File: src/rtl/alu_issue_ctrl.sv
// Issues register-based instructions to an external combinational ALU and retires results into an 8x8 register file.
// Latency: accept to done = 2 edges. A new instruction is accepted at most every second cycle.
// Backpressure: in_ready is low during EXEC and during reset, and in_valid is ignored then.
module alu_issue_ctrl #(
    parameter int NREG = 8,
    parameter int DW   = 8
) (
    input  logic                    clk,
    input  logic                    rst_n,
    input  logic                    in_valid,
    output logic                    in_ready,
    input  logic [3:0]              in_op,
    input  logic [$clog2(NREG)-1:0] in_rd,
    input  logic [$clog2(NREG)-1:0] in_rs,
    input  logic [$clog2(NREG)-1:0] in_rt,
    input  logic [DW-1:0]           in_imm,
    output logic [3:0]              alu_ctrl,
    output logic [DW-1:0]           alu_x,
    output logic [DW-1:0]           alu_y,
    input  logic [DW-1:0]           alu_out,
    input  logic                    alu_carry,
    output logic                    done,
    output logic                    err,
    output logic [DW-1:0]           res_data,
    output logic                    carry_flag,
    input  logic [$clog2(NREG)-1:0] dbg_addr,
    output logic [DW-1:0]           dbg_data
);
    localparam int AW = $clog2(NREG);
    localparam logic [3:0] OP_LOADI = 4'b1111;
    localparam logic [3:0] OP_RSV0  = 4'b1101;
    localparam logic [3:0] OP_RSV1  = 4'b1110;

    typedef enum logic {IDLE, EXEC} state_t;

    state_t          state;
    state_t          state_nxt;
    logic            ready_en;
    logic            accept;
    logic [3:0]      op_q;
    logic [AW-1:0]   rd_q;
    logic [DW-1:0]   imm_q;
    logic [DW-1:0]   regs [NREG];

    // ready_en keeps in_ready low until the first clock after reset release
    always_ff @(posedge clk or negedge rst_n) begin
        if (!rst_n) begin
            state    <= IDLE;
            ready_en <= 1'b0;
        end else begin
            state    <= state_nxt;
            ready_en <= 1'b1;
        end
    end

    always_comb begin
        state_nxt = state;
        case (state)
            IDLE:    if (accept) state_nxt = EXEC;
            EXEC:    state_nxt = IDLE;
            default: state_nxt = IDLE;
        endcase
    end

    always_comb begin
        in_ready = ready_en && (state == IDLE);
    end

    assign accept   = in_valid && in_ready;
    assign dbg_data = regs[dbg_addr];

    // r0 is never written, so it reads 0 on both operand and debug ports
    always_ff @(posedge clk or negedge rst_n) begin
        if (!rst_n) begin
            for (int i = 0; i < NREG; i++) regs[i] <= '0;
            op_q       <= '0;
            rd_q       <= '0;
            imm_q      <= '0;
            alu_ctrl   <= '0;
            alu_x      <= '0;
            alu_y      <= '0;
            res_data   <= '0;
            carry_flag <= 1'b0;
            done       <= 1'b0;
            err        <= 1'b0;
        end else begin
            done <= 1'b0;
            err  <= 1'b0;
            if (accept) begin
                op_q     <= in_op;
                rd_q     <= in_rd;
                imm_q    <= in_imm;
                alu_ctrl <= in_op;
                alu_x    <= regs[in_rs];
                alu_y    <= regs[in_rt];
            end
            if (state == EXEC) begin
                done <= 1'b1;
                if (op_q == OP_RSV0 || op_q == OP_RSV1) begin
                    err      <= 1'b1;
                    res_data <= '0;
                end else if (op_q == OP_LOADI) begin
                    res_data <= imm_q;
                    if (rd_q != '0) regs[rd_q] <= imm_q;
                end else begin
                    res_data   <= alu_out;
                    carry_flag <= alu_carry;
                    if (rd_q != '0) regs[rd_q] <= alu_out;
                end
            end
        end
    end
endmodule

File: config.mk
export PLATFORM = sky130hd
export DESIGN_NAME = alu_issue_ctrl
export DESIGN_NICKNAME = d
export VERILOG_FILES = /design/src/rtl/alu_issue_ctrl.sv
export SDC_FILE = /design/constraint.sdc
export NUM_CORES = 1
export LEC_CHECK = 0
export CORE_UTILIZATION = 55
export DETAILED_ROUTE_END_ITERATION = 10
export GPL_ROUTABILITY_DRIVEN = 0
export GPL_TIMING_DRIVEN = 0
export HOLD_SLACK_MARGIN = 0.15
export PLACE_DENSITY = 0.91
export SKIP_CTS_REPAIR_TIMING = 1
export SLEW_MARGIN = 20
export SYNTH_ARGS = -nofsm -noshare
export SYNTH_HDL_FRONTEND = slang
export SYNTH_SLANG_ARGS = --single-unit
File: constraint.sdc
create_clock -name clk -period 3.2 [get_ports clk]
set_clock_uncertainty 0.1 [all_clocks]
set_input_delay 0.48 -clock clk [delete_from_list [all_inputs] [get_ports clk]]
set_output_delay 0.48 -clock clk [all_outputs]
set_load 0.03 [all_outputs]
# Word level (Yosys, flattened, before mapping)
# Index checks and enable logic that the tools add are counted.
[classes] order_cmp=5 eq_ne=3 mux=23 n_bitwise=7 n_reduce_logical=7
[op_table] operator="two-way mux 64 bit" count=3
[op_table] operator="bitwise mux 64 bit" count=2
[op_table] operator="binary-select mux 8 bit (select 3 bit)" count=3
[op_table] operator="two-way mux 8 bit" count=9
[op_table] operator="demux 8 bit (select 3 bit)" count=1
[op_table] operator=">= comparator 4 bit, second input constant" count=4
[op_table] operator="NOT 3 -> 4 bit" count=4
[op_table] operator="equality test 4 bit, second input constant" count=3
[op_table] operator="AND reduction 3 bit" count=2
[op_table] operator="less-than comparator 4 x 1 -> 1 bit, second input constant" count=1
[op_table] operator="two-way mux 1 bit" count=4
[op_table] operator="logical AND 1 bit" count=3
[op_table] operator="NOT 1 bit" count=3
[op_table] operator="nonzero test 3 bit" count=1
[op_table] operator="one-hot mux 1 bit (2 select lines)" count=1
[op_table] operator="logical OR 1 bit" count=1
[totals] regBits=108 word_cells=64 out_inout_bits=40 in_bits=36

# Logic depth before layout (Yosys ltp)
[logic_depth] word_depth=8 mapped_depth=5 ltp_nobuf=3

# Worst setup path before layout
# Ideal clock, no wire load.
[synth_path] kind="input -> output" startpoint="in dbg_addr[0]" endpoint="out dbg_data[0]" t_arrival_ns=1.872 path_slack_ns=0.748 path_buffers=2 stages=4 required_time_ns=2.620 path_cell_list="buf_2 > buf_2 > mux4_2 > mux2_2"
[synth_between] elab_chain_len=4
[synth_rtl] element="start, declared" line="26" text="input logic [$clog2(NREG)-1:0] dbg_addr,"
[synth_rtl] element="NOT 3 -> 4 bit (implied by the code)" line="70" text="assign dbg_data = regs[dbg_addr];"
[synth_rtl] element="binary-select mux 8 bit (select 3 bit)" line="70"
[synth_rtl] element="two-way mux 8 bit (implied by the code) (2 in series)" line="70"
[synth_rtl] element="end, declared" line="27" text="output logic [DW-1:0] dbg_data"
# Every way passes these cells. The select of a mux whose other input is x is not followed.

# Final worst setup path
[layout_path] startpoint="in dbg_addr[0]" endpoint="out dbg_data[6]"
# The elaborated chain is that of the path after synthesis.

==> impl_metrics.toml <==
[pwr]
powerDensity_nw_per_um2 = 745
sw_frac_of_total_pct = 35.4
ir_worst_vdd_mv = 0.515
power_uw = 5080
power.leakage_uw = 0.00288
p_int_uw = 3280
p_clk_share_pct = 16.6
p_seq_share_pct = 44.4
p_comb_share_pct = 39.1
power.switching_uw = 1800

[cells_and_area]
layout-drive-gt1-share_pct = 34.8
final_area_um2 = 6820
antennaDiodeCount = 0
nets = 531
syn2layout_area_growth_pct = 19.5

[yosys]
yosysSeqAreaShare_pct = 47.4
syn_inst = 412
yosysWarnings = 0
synth_seq_cells = 108
ys_types = 26
syn_avg_cell_area_um2 = 13.8
synthesis.nets = 448
synth_area_um2 = 5700

[worst_setup_path]
crit_path_end_kind = "output pin"
reg2reg_slack_ns = 0.84
r2r-end = "regs[52]"
reg2regPathDepth = 4
worstPathArrival_ns = 2.52
startpoint_type = "primary input"
r2r-start = "state"
critPathKind = "in -> out"
worstPathRequired_ns = 2.62
critPathMaxFanout = 10

[sta]
finalMaxSlewViolations = 0
rsz0062_at_grt = "false"
min_period_ns = 3.10
tightestPinTransition_ns = 0.948
finalHoldViolCount = 0
max_freq_ghz = 0.322
min_period_over_period_pct = 97.0
max_slew_margin_pct = 36.8
setup_viol = 0

[route]
firstDrtPassIters = 7
ant_nets = 0
route.detailed.drc = 0
wl_um = 13700
post_drt_wl_per_cell_um = 21.7
detail_route.vias_per_cell = 6.29
initialDrtViolationCount = 372
vias = 3981

[placed_design]
dp_hpwl_um = 9730
port_buffers = 70
place_area_um2 = 6600

[global_routing]
grt.total_usage_pct = 27.0
antenna_found_initial = 0
overflow = 0
grt_pass1_vias = 4184
grt_pass1_wl_um = 22300
grt_max_degree = 61

[floorplan]
ioPinCount = 76
dieArea_um2 = 10800
core_um2 = 9910
die_width_um = 104
start_util_pct = 57.6
die_h_um = 104
rows = 36

[cts]
numCtsBuffers = 9
clock_sinks = 108
htreeDepth = 3
cts_tree = "yes"
cts_buffer_depth = 2
clock_latency_ns = 0.37
path_clk_slew_ns = 0.09
clockRootBuffer = "clkbuf_8"

[min_path]
whs_path_depth = 2
worstHoldStart = "alu_x[4]"
whs_endpoint = "alu_x[4]"
min_path_type = "reg -> reg"

[status]
status = "complete, no violations"

[flow_run]
maxCapViolCount = 0
-- power groups by stage --
| stage | clock [uW] | combinational (uW) | sequential (uW) |
|---|---|---|---|
| final | 841 | 1980 | 2250 |
| after global routing | 914 | 2100 | 2320 |
| after CTS | 853 | 1990 | 2240 |
| after detailed placement | 0 | 1970 | 2270 |
| after global placement | 0 | 1910 | 2220 |
| after floorplan | 0 | 1220 | 2320 |
-- through the flow --
stage / setup WS [ns] / hold WS, ns / util, % / setup TNS, ns / std cells
after floorplan: 0.748 / 0.0844 / - / 0 / 412
after global placement: -2.31 / 0.367 / 66.3 / -249.06 / 615
after detailed placement: -0.0690 / 0.343 / 66.6 / -0.475 / 616
after CTS: -0.0839 / -0.0510 / 68.6 / -0.566 / 632
after global routing: 0.0189 / 0.427 / 68.8 / 0 / 633
final: 0.0967 / 0.392 / 68.8 / 0 / 633
-- worst max path at each step --
stage | from | to | slack (ns) | cells after the start
detailed placement | dbg_addr[1] | dbg_data[2] | -0.07 | 5
CTS | dbg_addr[1] | dbg_data[6] | -0.08 | 5
global route | dbg_addr[0] | dbg_data[4] | 0.02 | 5
finish | dbg_addr[0] | dbg_data[6] | 0.1 | 5
global placement | rst_n | alu_x[6] | -2.31 | 1
floorplan | dbg_addr[0] | dbg_data[0] | 0.75 | 4
-- cell usage after synthesis --
library cell | count | area share (%)
a2111oi_4 | 7 | 3.4
a21oi_1 | 1 | 0.088
a22o_1 | 24 | 3.7
and2_1 | 1 | 0.11
and3_1 | 1 | 0.11
buf_1 | 5 | 0.33
buf_2 | 10 | 0.88
clkbuf_1 | 17 | 1.1
conb_1 | 1 | 0.066
dfrtp_1 | 108 | 47
inv_1 | 2 | 0.13
inv_2 | 1 | 0.066
mux2_2 | 120 | 24
mux2i_1 | 32 | 5.6
mux4_2 | 16 | 6.3
nand2_1 | 20 | 1.3
nand2b_1 | 4 | 0.44
nand3b_1 | 1 | 0.13
nand4_1 | 1 | 0.11
nor2_1 | 2 | 0.13
nor2b_1 | 3 | 0.33
o211ai_1 | 1 | 0.13
o22ai_1 | 16 | 1.8
o31ai_1 | 16 | 2.1
or2_2 | 1 | 0.11
xor2_4 | 1 | 0.48
-- worst max-delay path: stages --
cell	delay, ns
buf_2	0.24
clkbuf_4	0.34
mux4_2	0.55
mux2_2	0.31
clkdlybuf4s50_1	0.60
-- cell families (layout without fill, tap and decap cells) --
kind of cell           Yosys count  in the layout  synth area share (%)
flip-flops                     108            108                  47.4
XOR/XNOR                         1              1                 0.483
AO/OA/AOI/OAI                   65             65                  11.1
multiplexers                   168            168                  35.6
buffers and inverters           35            123                  2.52
AND/OR/NAND/NOR                 34             34                  2.79
other                            1              1                0.0657
-- sequential cells by signal (all words and copies together), names as in the netlist --
signal      cells
rd_q            3
err             1
state           1
done            1
op_q            4
alu_y           8
imm_q           8
carry_flag      1
alu_x           8
regs           64
res_data        8
ready_en        1
-- final cells by class --
| type | count | area [um^2] |
|---|---|---|
| inverters | 3 | 11.3 |
| plain buffers | 32 | 136 |
| flip-flops and latches | 108 | 2700 |
| clock inverters | 5 | 60.1 |
| fillers | 711 | 3090 |
| repair buffers | 72 | 739 |
| clock buffers | 11 | 141 |
| multi-input cells | 269 | 2860 |
| well taps | 133 | 166 |
-- layer usage --
layer  up-vias  wire, um  track usage [%]
met5         -         0                0
met4         0       386             10.7
met3        41       966             5.16
met2       191      6740             43.1
met1      2021      5660             36.4
li1       1728         -                -
-- layout by cell type (no fill, tap or decap), types with 2 or more instances in the layout --
| cell type | instances |
|---|---|
| clkdlybuf4s50_1 | 69 |
| nor2b_1 | 3 |
| mux2_2 | 120 |
| buf_1 | 5 |
| mux2i_1 | 32 |
| o22ai_1 | 16 |
| mux4_2 | 16 |
| nand2_1 | 20 |
| clkbuf_1 | 17 |
| clkbuf_8 | 10 |
| nand2b_1 | 4 |
| o31ai_1 | 16 |
| a2111oi_4 | 7 |
| a22o_1 | 24 |
| nor2_1 | 2 |
| dfrtp_1 | 108 |
| buf_2 | 9 |
| inv_1 | 2 |
Note: power is estimated with default switching activity, not from simulation.
